==> config.mk <==
export PLATFORM = sky130hd
export DESIGN_NAME = regfile_wb_queue
export DESIGN_NICKNAME = d
export VERILOG_FILES = /design/src/rtl/regfile_wb_queue.sv
export SDC_FILE = /design/constraint.sdc
export NUM_CORES = 1
export LEC_CHECK = 0
export CAP_MARGIN = 25
export CORE_MARGIN = 2
export CORE_UTILIZATION = 45
export CTS_CLUSTER_DIAMETER = 60
export DETAILED_ROUTE_END_ITERATION = 7
export PLACE_DENSITY = 0.68
export RECOVER_POWER = 50
export SETUP_SLACK_MARGIN = 0.1
export SLEW_MARGIN = 5
export SYNTH_ARGS = -nofsm -noshare
export SYNTH_HDL_FRONTEND = slang
export SYNTH_SLANG_ARGS = --single-unit
==> constraint.sdc <==
create_clock -name clk -period 4.6 [get_ports clk]
set_input_delay 0.92 -clock clk [delete_from_list [all_inputs] [get_ports clk]]
set_output_delay 0.92 -clock clk [all_outputs]
set_load 0.03 [all_outputs]
==> src/rtl/regfile_wb_queue.sv <==
// Register-file writeback queue: buffers results (including jal link writes) and retires
// one write per cycle, with youngest-match forwarding on two lookup ports.
module regfile_wb_queue #(
   parameter int DEPTH = 4,
   parameter int DW    = 32
) (
   input  logic                       clk,
   input  logic                       rst,
   input  logic                       in_valid,
   output logic                       in_ready,
   input  logic [4:0]                 in_waddr,
   input  logic [DW-1:0]              in_wdata,
   input  logic                       in_link,
   input  logic [DW-1:0]              in_pc,
   input  logic                       flush,
   output logic                       rf_we,
   output logic [4:0]                 rf_wreg,
   output logic [DW-1:0]              rf_wdata,
   input  logic [4:0]                 qa_addr,
   output logic                       qa_hit,
   output logic [DW-1:0]              qa_data,
   input  logic [4:0]                 qb_addr,
   output logic                       qb_hit,
   output logic [DW-1:0]              qb_data,
   output logic [$clog2(DEPTH):0]     count
);

   localparam int AW = $clog2(DEPTH);
   localparam int CW = AW + 1;

   logic [4:0]    addr_mem_r [DEPTH];
   logic [DW-1:0] data_mem_r [DEPTH];
   logic [AW-1:0] rd_ptr_r;
   logic [AW-1:0] wr_ptr_r;
   logic [CW-1:0] count_r;

   logic          push_s;
   logic          enq_s;
   logic          pop_s;
   logic [4:0]    push_addr_s;
   logic [DW-1:0] push_data_s;
   logic [DW:0]   qa_res_s;
   logic [DW:0]   qb_res_s;

   assign in_ready = (count_r < CW'(DEPTH));
   assign count    = count_r;

   // Youngest match wins: the retiring rf_* write is oldest, then queue entries head to tail.
   function automatic logic [DW:0] lookup(input logic [4:0] a);
      logic [DW:0]   r;
      logic [AW-1:0] idx;
      r = {(DW+1){1'b0}};
      if (rf_we && (rf_wreg == a)) begin
         r = {1'b1, rf_wdata};
      end else begin
         r = r;
      end
      for (int i = 0; i < DEPTH; i++) begin
         idx = rd_ptr_r + AW'(i);
         if ((CW'(i) < count_r) && (addr_mem_r[idx] == a)) begin
            r = {1'b1, data_mem_r[idx]};
         end else begin
            r = r;
         end
      end
      if (a == 5'd0) begin
         r = {(DW+1){1'b0}};
      end else begin
         r = r;
      end
      return r;
   endfunction

   // Push/pop decode; writes to r0 complete the handshake but are never stored.
   always_comb begin
      push_s = in_valid & in_ready;
      if (in_link) begin
         push_addr_s = 5'd31;
         push_data_s = in_pc + DW'(8);
      end else begin
         push_addr_s = in_waddr;
         push_data_s = in_wdata;
      end
      enq_s = push_s & ~flush & (push_addr_s != 5'd0);
      pop_s = (count_r != {CW{1'b0}}) & ~flush;
   end

   // Forwarding lookups for both decode read ports.
   always_comb begin
      qa_res_s = lookup(qa_addr);
      qb_res_s = lookup(qb_addr);
      qa_hit   = qa_res_s[DW];
      qa_data  = qa_res_s[DW-1:0];
      qb_hit   = qb_res_s[DW];
      qb_data  = qb_res_s[DW-1:0];
   end

   // Queue storage; contents are qualified by count so no reset is needed.
   always_ff @(posedge clk) begin
      if (enq_s && !rst) begin
         addr_mem_r[wr_ptr_r] <= push_addr_s;
         data_mem_r[wr_ptr_r] <= push_data_s;
      end
   end

   // Pointers, occupancy and the registered register-file write port.
   always_ff @(posedge clk) begin
      if (rst) begin
         rd_ptr_r <= {AW{1'b0}};
         wr_ptr_r <= {AW{1'b0}};
         count_r  <= {CW{1'b0}};
         rf_we    <= 1'b0;
         rf_wreg  <= 5'd0;
         rf_wdata <= {DW{1'b0}};
      end else if (flush) begin
         rd_ptr_r <= {AW{1'b0}};
         wr_ptr_r <= {AW{1'b0}};
         count_r  <= {CW{1'b0}};
         rf_we    <= 1'b0;
      end else begin
         if (enq_s) begin
            wr_ptr_r <= wr_ptr_r + AW'(1);
         end
         if (pop_s) begin
            rd_ptr_r <= rd_ptr_r + AW'(1);
            rf_we    <= 1'b1;
            rf_wreg  <= addr_mem_r[rd_ptr_r];
            rf_wdata <= data_mem_r[rd_ptr_r];
         end else begin
            rf_we    <= 1'b0;
         end
         case ({enq_s, pop_s})
            2'b10:   count_r <= count_r + CW'(1);
            2'b01:   count_r <= count_r - CW'(1);
            default: count_r <= count_r;
         endcase
      end
   end

endmodule

Word level (Yosys, flattened, before mapping) --
Memory sizes are Yosys's and may differ from the RTL's. A register that Yosys moved wholly into a read port is not among the register bits. Cells that the tools add are included.
Cells by class: add/sub/neg operators 7, order comparisons 5, eq/ne operators 12, muxes and demuxes 22, bitwise gates (word level) 5, reduce and logical (&&, ||, !) cells 19
Operators with widths (number):
- $mux W33 | 12
- $eq A5 B5 Y1 | 10
- $add A32 B4 Y32 const B | 1
- $mux W32 | 1
- $logic_and A1 B1 Y1 | 11
- $logic_not A5 Y1 | 2
- $mux W2 | 4
- $lt A1 B3 Y1 const A | 2
- $lt A2 B3 Y1 const A | 2
- $pmux W3 S2 | 1
- $mux W5 | 1
- $reduce_bool A5 Y1 | 1
- $add A2 B1 Y2 const B | 2
- $add A2 B2 Y2 const B | 2
- $and A1 B1 Y1 | 4
- $add A3 B1 Y3 const B | 1
- $lt A3 B3 Y1 const B | 1
- $mux W1 | 3
- $reduce_bool A3 Y1 | 1
- $sub A3 B1 Y3 const B | 1
- $eq A2 B1 Y1 const B | 1
- $eq A2 B2 Y1 const B | 1
- $reduce_and A2 Y1 | 1
- $reduce_bool A2 Y1 | 1
- other kinds (3) | 3
Storage, ports and cells: bits in registers 45, memory bits (writable) 148, bits of input ports 84, output and inout bits 108, word-level logic and storage cells 78, memories kept 2
Memories:
- data_mem_r | words 4, bits a word 32, read ports 4, clocked after Yosys merged registers in 1, write ports 1, RTL line 32 | logic [DW-1:0] data_mem_r [DEPTH];
- addr_mem_r | words 4, bits a word 5, read ports 4, clocked after Yosys merged registers in 1, write ports 1, RTL line 31 | logic [4:0] addr_mem_r [DEPTH];

Longest topological paths before layout --
Gate-level depths: netlist of the first run.
word-level depth 8, mapped depth 12, gate-level depth less buffers 9

Worst setup path before layout of the first run --
No wires, ideal clock.
path kind input port to output port, start input port qb_addr[2], end output port qb_data[10], data arrival time 3.084 ns, required time 3.680 ns, slack 0.596 ns, stages 8, buffers on the path 2, path through clkbuf_1 -> xor2_1 -> nor4_1 -> nand3_1 -> nor2_1 -> clkbuf_1 -> a221oi_1 -> o31ai_1
Between the ends: longest elaborated chain between the ends 8, elaborated cells between the ends (all ways) 17, classes of those cells eq/ne (5); mux (6); reduce/logical (6)
RTL lines:
- start: declaration | RTL line 22 | input logic [4:0] qb_addr,
- $eq A5 B5 Y1 | RTL line 53 | if (rf_we && (rf_wreg == a)) begin
- $logic_and A1 B1 Y1 | RTL line 53
- $mux W33 | RTL line 53
- $mux W33 (4 in series) | RTL line 60 | if ((CW'(i) < count_r) && (addr_mem_r[idx] == a)) begin
- $mux W33 (*) | RTL line 66 | if (a == 5'd0) begin
- end: declaration | RTL line 24 | output logic [DW-1:0] qb_data,
Mark *: on every way between the ends. The rest lies on a longest branch, timed or not.

Worst setup path in the final report of the first run --
start input port qb_addr[1], end output port qb_data[2]
Same word-level chain as after synthesis.

==> results of run 1 <==
-- path summary, 6_finish.rpt --
check	start	endpoint	slack, ns	depth (start not counted)
worst max-delay path	qb_addr[1]	qb_data[2]	0.22	11
worst min-delay path	rf_wdata[5]$_SDFFE_PP0P_	rf_wdata[5]$_SDFFE_PP0P_	0.49	2
worst max register to register	count[2]$_SDFFE_PP0P_	data_mem_r[1][26]$_DFFE_PP_	1.31	5
worst min register to register	rf_wdata[5]$_SDFFE_PP0P_	rf_wdata[5]$_SDFFE_PP0P_	0.49	2
-- stage by stage --
step	instances	power, mW	area, sq um	utilization [%]
4_1_cts	1751	4.08	17400	56.5
3_3_place_gp	1716	2.65	16700	54.5
3_5_place_dp	1717	2.66	16800	54.5
5_1_grt	1756	4.20	17500	56.9
2_1_floorplan	1188	2.40	14100	-
6_report	1756	4.07	17500	56.9
-- sequential cells by signal, indices dropped and copies added (netlist names), named ones only --
name	count
wr_ptr_r	2
rf_wdata	32
data_mem_r	128
rf_we	1
count	3
addr_mem_r	20
rf_wreg	5
rd_ptr_r	2
-- power by group through the flow --
stage | Clock (mW) | Sequential (mW) | Combinational [mW]
2_1_floorplan | 0 | 2.02 | 0.372
3_3_place_gp | 0 | 2.01 | 0.640
3_5_place_dp | 0 | 2.01 | 0.646
4_1_cts | 1.46 | 1.97 | 0.648
5_1_grt | 1.52 | 1.98 | 0.698
6_report | 1.45 | 1.97 | 0.654
-- per-layer routing --
| layer | wire length, um | vias to the layer above |
|---|---|---|
| li1 | - | 5104 |
| met1 | 16700 | 5734 |
| met2 | 21300 | 767 |
| met3 | 4750 | 115 |
| met4 | 1310 | 0 |
| met5 | 0 | - |
-- layout by cell type, fill, tap and decap left out, types with 10 or more instances in the layout --
master and count:
edfxtp_1 148, xnor2_1 44, clkbuf_16 19, a221o_1 32, nand2_1 94, or2_1 10
dfxtp_1 43, nand3_1 12, buf_4 83, nor3b_1 32, or2_2 26, a22oi_1 33
mux2i_1 26, xor2_1 38, a221oi_1 64, buf_12 43, inv_1 12, nor2_1 84
clkdlybuf4s50_1 76, a21oi_1 68, ha_1 10, dlygate4sd3_1 44, mux4_2 143, nor4_1 35
o31ai_1 29
-- critical path: cells and delay by family --
kind,cells,cell delay (ns)
XOR/XNOR,1,0.13
AO/OA/AOI/OAI,2,0.47
AND/OR/NAND/NOR,3,0.67
buffers and inverters,5,1.27
-- cell type report --
type                       instances  share of cell area, %
multi-input combinational        862                   46.6
sequential                       195                   30.8
timing repair buffer             259                   16.2
clock buffer                      20                   2.55
clock inverter                    12                  0.715
tap                              396                   2.83
inverter                          12                  0.257
-- timing repair --
| action | CTS | global route |
|---|---|---|
| endpoints found under the setup margin | 10 | 35 |
| resized for setup | 3 | 13 |
| pin swaps | 1 | 5 |
| hold buffers | 0 | 0 |
| cloned | 0 | 2 |
| buffers inserted | 2 | 3 |
-- cells by family (layout without fill, tap and decap cells) --
family | count (synthesis) | in the layout | share of synthesized area, %
compound gates | 244 | 244 | 13.2
mux | 176 | 176 | 25.2
simple gates | 348 | 348 | 12.7
buf+inv | 131 | 303 | 4.55
xor+xnor | 84 | 84 | 5.27
flops | 195 | 195 | 38.2
fa+ha+maj | 10 | 10 | 0.887
==> impl_metrics.toml, run 1 <==
[detailed_routing]
vias = 11700
wire_per_inst_um = 25.1
drcViolationCount = 1
dr.pass1.iters = 8
vias_per_cell = 6.67
ant_nets = 0
first_iter_violations = 1405
wirelength_um = 44000

[die]
ios = 192
dieArea_sq_um = 32800
die_h_um = 181
num_rows = 64
core-area_sq_um = 30700
fp.dieW_um = 181
initial_core_util_pct = 45.9

[status]
status = "complete, but fails checks"
violations = "design-rule violations, max-capacitance violations, max-slew violations"

[critical_path]
max_stage_delay_ns = 0.54
crit_path_end_kind = "primary output"
critPathKind = "in2out"
crit_fanout = 23
arrival_ns = 3.46
path_cells = "clkdlybuf4s50_1 > buf_4 > xor2_1 > nor4_1 > nand3_1 > nor2_2 > buf_12 > a221oi_1 > o31ai_1 > buf_4 > buf_12"
required_ns = 3.68
crit_path_start_kind = "primary input"
slowest_stage = "clkdlybuf4s50_1"

[grt]
grt_pass1_wl_um = 66600
grt_usage_pct = 26.6
grtUsageMet3_pct = 5.91
antenna_found_initial = 0
busiest_layer = "met2"
use_met2_pct = 43.5
gr-usage-met1_pct = 34.6
grt-ovfl-total = 0
grt_max_degree = 56
grt_pass1_vias = 11500

[yosys]
synth.area.top_cells = "edfxtp_1, mux4_2, dfxtp_1"
synth_most_common_cell = "edfxtp_1"
yosysSeqAreaShare_pct = 38.2
synthTopCellsByCount = "edfxtp_1, mux4_2, nand2_1"
synth_top_area_share_pct = 31.5
synth.cell_area_sq_um = 14100
syn_inst = 1188
yosysWarningCount = 0
synth_largest_area_cell = "edfxtp_1"
synthesis.nets = 1282
ys_types = 53
ys_seq_elements = 195
async_flop_share_pct = 0
synth_flop_cell = "edfxtp_1"
synth_edf_count = 148
syn_avg_cell_area_sq_um = 11.9

[final_layout]
fillers = 2513
seqCellArea_sq_um = 5400
n_antenna_cell = 0
nets = 1441
drive_gt1_share_pct = 26.9
multi_input_area_sq_um = 8170
synthToLayoutAreaGrowth_pct = 24.2

[clock_tree]
cts_buffer_depth = 2
h-tree-depth = 4
cts_made_buffers = 17
cts_tree = "yes"
clk_pin_slew_ns = 0.07
cts_root_buf = "clkbuf_16"
clock_latency_ns = 0.43
clock-sinks = 195

[pwr]
leakagePower_nw = 5.39
p_per_area_nw_per_um2 = 233
vdd_ir_drop_max_mv = 0.278
pwr-share-comb_pct = 16.0
power.switching_mw = 1.08
seqPwrFrac_pct = 48.4
switching_share_pct = 26.5
p_clk_share_pct = 35.6
intPower_mw = 3.00

[timing]
slew_headroom_pct = -64.0
hold_violations = 0
tns_ns = 0
post-route-period-util_pct = 95.3
drv_slew = 140
rsz0062_at_grt = "true"
worst_slew_pin_slew_ns = 2.46
worst_hold_slack_ns = 0.490
setup_ws_ns = 0.217
clock_skew_ns = 0.0115
fmax_mhz = 228
final-setup-viol-count = 0
period_needed_ns = 4.38

[placement]
dp_slack_ns = 0.0559
dpl.hpwl_um = 29400
place_congestion = 0.876
portBuffers = 191

[flow_run]
cap_viol_max_count = 5

[worst_hold_path]
hold_path.class = "reg2reg"
No activity file was read; power rests on OpenSTA's default activity.
==> inputs of run 2 (changes only) <==
--- a/config.mk
+++ b/config.mk
@@ -12,7 +12,6 @@
 export DETAILED_ROUTE_END_ITERATION = 7
 export PLACE_DENSITY = 0.68
 export RECOVER_POWER = 50
-export SETUP_SLACK_MARGIN = 0.1
 export SLEW_MARGIN = 5
 export SYNTH_ARGS = -nofsm -noshare
 export SYNTH_HDL_FRONTEND = slang
==> run 2 against run 1 <==
  * The run ends with max-capacitance violations, max-slew violations left
  * Die area did not move
  * Clock-buffer cell count did not move
  * First-iteration DRC count fell by 7.1%
  * Setup slack got worse by 0.10 ns
  * Sequential share of layout area rose by 0.27 points
  * Final cell count fell by 0.34%
  * Utilization fell by 0.50 points
  * Total power barely moved
  * Largest cell class unchanged
  * Largest power group unchanged
==> impl_metrics.toml, run 2 (synthesis results as in run 1) <==
[pwr]
power.switching_mw = 1.08
intPower_mw = 2.99
leakagePower_nw = 5.31
finalPower_mw = 4.07
vdd_ir_drop_max_mv = 0.282
switching_share_pct = 26.5
p_clk_share_pct = 35.7
pwr-share-comb_pct = 15.9
p_per_area_nw_per_um2 = 235
seqPwrFrac_pct = 48.4

[critical_path]
r2r_setup_slack_ns = 1.32
critPathKind = "in2out"
arrival_ns = 3.56
crit_fanout = 32
reg2reg_to = "addr_mem_r[0][3]$_DFFE_PP_"
required_ns = 3.68
timing.rr.start = "count[2]$_SDFFE_PP0P_"
crit_path_start_kind = "primary input"
r2r_cells = 5
crit_path_end_kind = "primary output"

[detailed_routing]
dr.pass1.iters = 7
drcViolationCount = 0
wirelength_um = 43400
vias = 11700
vias_per_cell = 6.71
first_iter_violations = 1305
wire_per_inst_um = 24.8
ant_nets = 0

[clock_tree]
cts_tree = "yes"
cts_root_buf = "clkbuf_16"
h-tree-depth = 4
clk_pin_slew_ns = 0.07
hold_buffers = 0
clock_latency_ns = 0.44
clock-sinks = 195
cts_buffer_depth = 2
cts_made_buffers = 17

[grt]
grt_max_degree = 56
use_met2_pct = 43.6
antenna_found_initial = 0
grt-ovfl-total = 0
grtUsageMet3_pct = 6.07
gr-usage-met1_pct = 34.4
grt_usage_pct = 26.5
grt_pass1_vias = 11500
busiest_layer = "met2"
grt_pass1_wl_um = 66500

[final_layout]
drive_gt1_share_pct = 26.2
final_util_pct = 56.4
reg_top3 = "data_mem_r: 128 flops, rf_wdata: 32 flops, addr_mem_r: 20 flops"
fin_area_sq_um = 17400
final_common_cell = "edfxtp_1"
n_antenna_cell = 0
instances_no_fill = 1750
fillers = 2533
mostFrequentLayoutCells = "edfxtp_1, mux4_2, nand2_1"
nets = 1435
regMostFlops = "data_mem_r"
synthToLayoutAreaGrowth_pct = 23.1
largest_reg_flops = 128

[worst_hold_path]
worstHoldEndpoint = "rf_wdata[5]$_SDFFE_PP0P_"
whs_path_depth = 2
holdCritStartpoint = "rf_wdata[5]$_SDFFE_PP0P_"
hold_path.class = "reg2reg"

[timing]
period_needed_ns = 4.48
slew_headroom_pct = -65.4
clock_skew_ns = 0.0113
worst_hold_slack_ns = 0.490
post-route-period-util_pct = 97.5
tns_ns = 0
rsz0062_at_grt = "false"
setup_ws_ns = 0.116
drv_slew = 140
fmax_mhz = 223
worst_slew_pin_slew_ns = 2.48
hold_violations = 0
final-setup-viol-count = 0

[die]
ios = 192
core-area_sq_um = 30700
dieArea_sq_um = 32800
initial_core_util_pct = 45.9
num_rows = 64
die_h_um = 181
fp.dieW_um = 181

[status]
status = "complete, but fails checks"
violations = "max-capacitance violations, max-slew violations"

[placement]
place_area_sq_um = 16800
dp.cells = 1717
portBuffers = 191
place_congestion = 0.876
dp_slack_ns = 0.0559
dpl.hpwl_um = 29400

[flow_run]
cap_viol_max_count = 5
-- run 2: worst max-delay path, stage by stage --
cell             delay, ns
clkdlybuf4s50_1       0.54
xor2_1                0.21
nor4_2                0.32
nand3_1               0.18
a41oi_2               0.25
buf_12                0.26
a221oi_1              0.13
nor4_1                0.30
a221o_1               0.28
buf_12                0.15
-- run 2: power by group through the flow --
stage          sequential, mW  combinational (mW)  clock, mW
6_report                 1.97               0.648       1.45
5_1_grt                  1.98               0.693       1.52
4_1_cts                  1.97               0.648       1.46
3_5_place_dp             2.01               0.646          0
3_3_place_gp             2.01               0.640          0
2_1_floorplan            2.02               0.372          0
-- run 2: cell type report --
cell class	count	area [sq um]	area share, %
clock buffer	20	447	2.57
clock inverter	12	125	0.721
inverter	12	45.0	0.259
multi-input combinational	862	8120	46.8
sequential	195	5400	31.1
tap	396	495	2.85
timing repair buffer	253	2730	15.8
-- run 2: per-layer routing --
| metal | wire length, um | vias up | share of wire, % |
|---|---|---|---|
| met5 | 0 | - | 0 |
| met4 | 1640 | 0 | 3.8 |
| met3 | 4680 | 148 | 11 |
| met2 | 20700 | 768 | 48 |
| met1 | 16400 | 5731 | 38 |
| li1 | - | 5092 | - |
-- run 2: worst max-delay path by stage --
| stage | startpoint | endpoint | slack, ns |
|---|---|---|---|
| floorplan | qb_addr[2] | qb_data[10] | 0.60 |
| global placement | qb_addr[2] | qb_data[13] | -0.01 |
| detailed placement | qb_addr[1] | qb_data[1] | 0.06 |
| CTS | qa_addr[3] | qa_data[16] | 0.004 |
| global route | qa_addr[2] | qa_data[1] | 0.007 |
| finish | qa_addr[2] | qa_data[16] | 0.12 |
-- run 2: timing repair --
item	in CTS	in global routing
buffers inserted	0	1
endpoints found under the setup margin	0	47
resized for setup	0	4
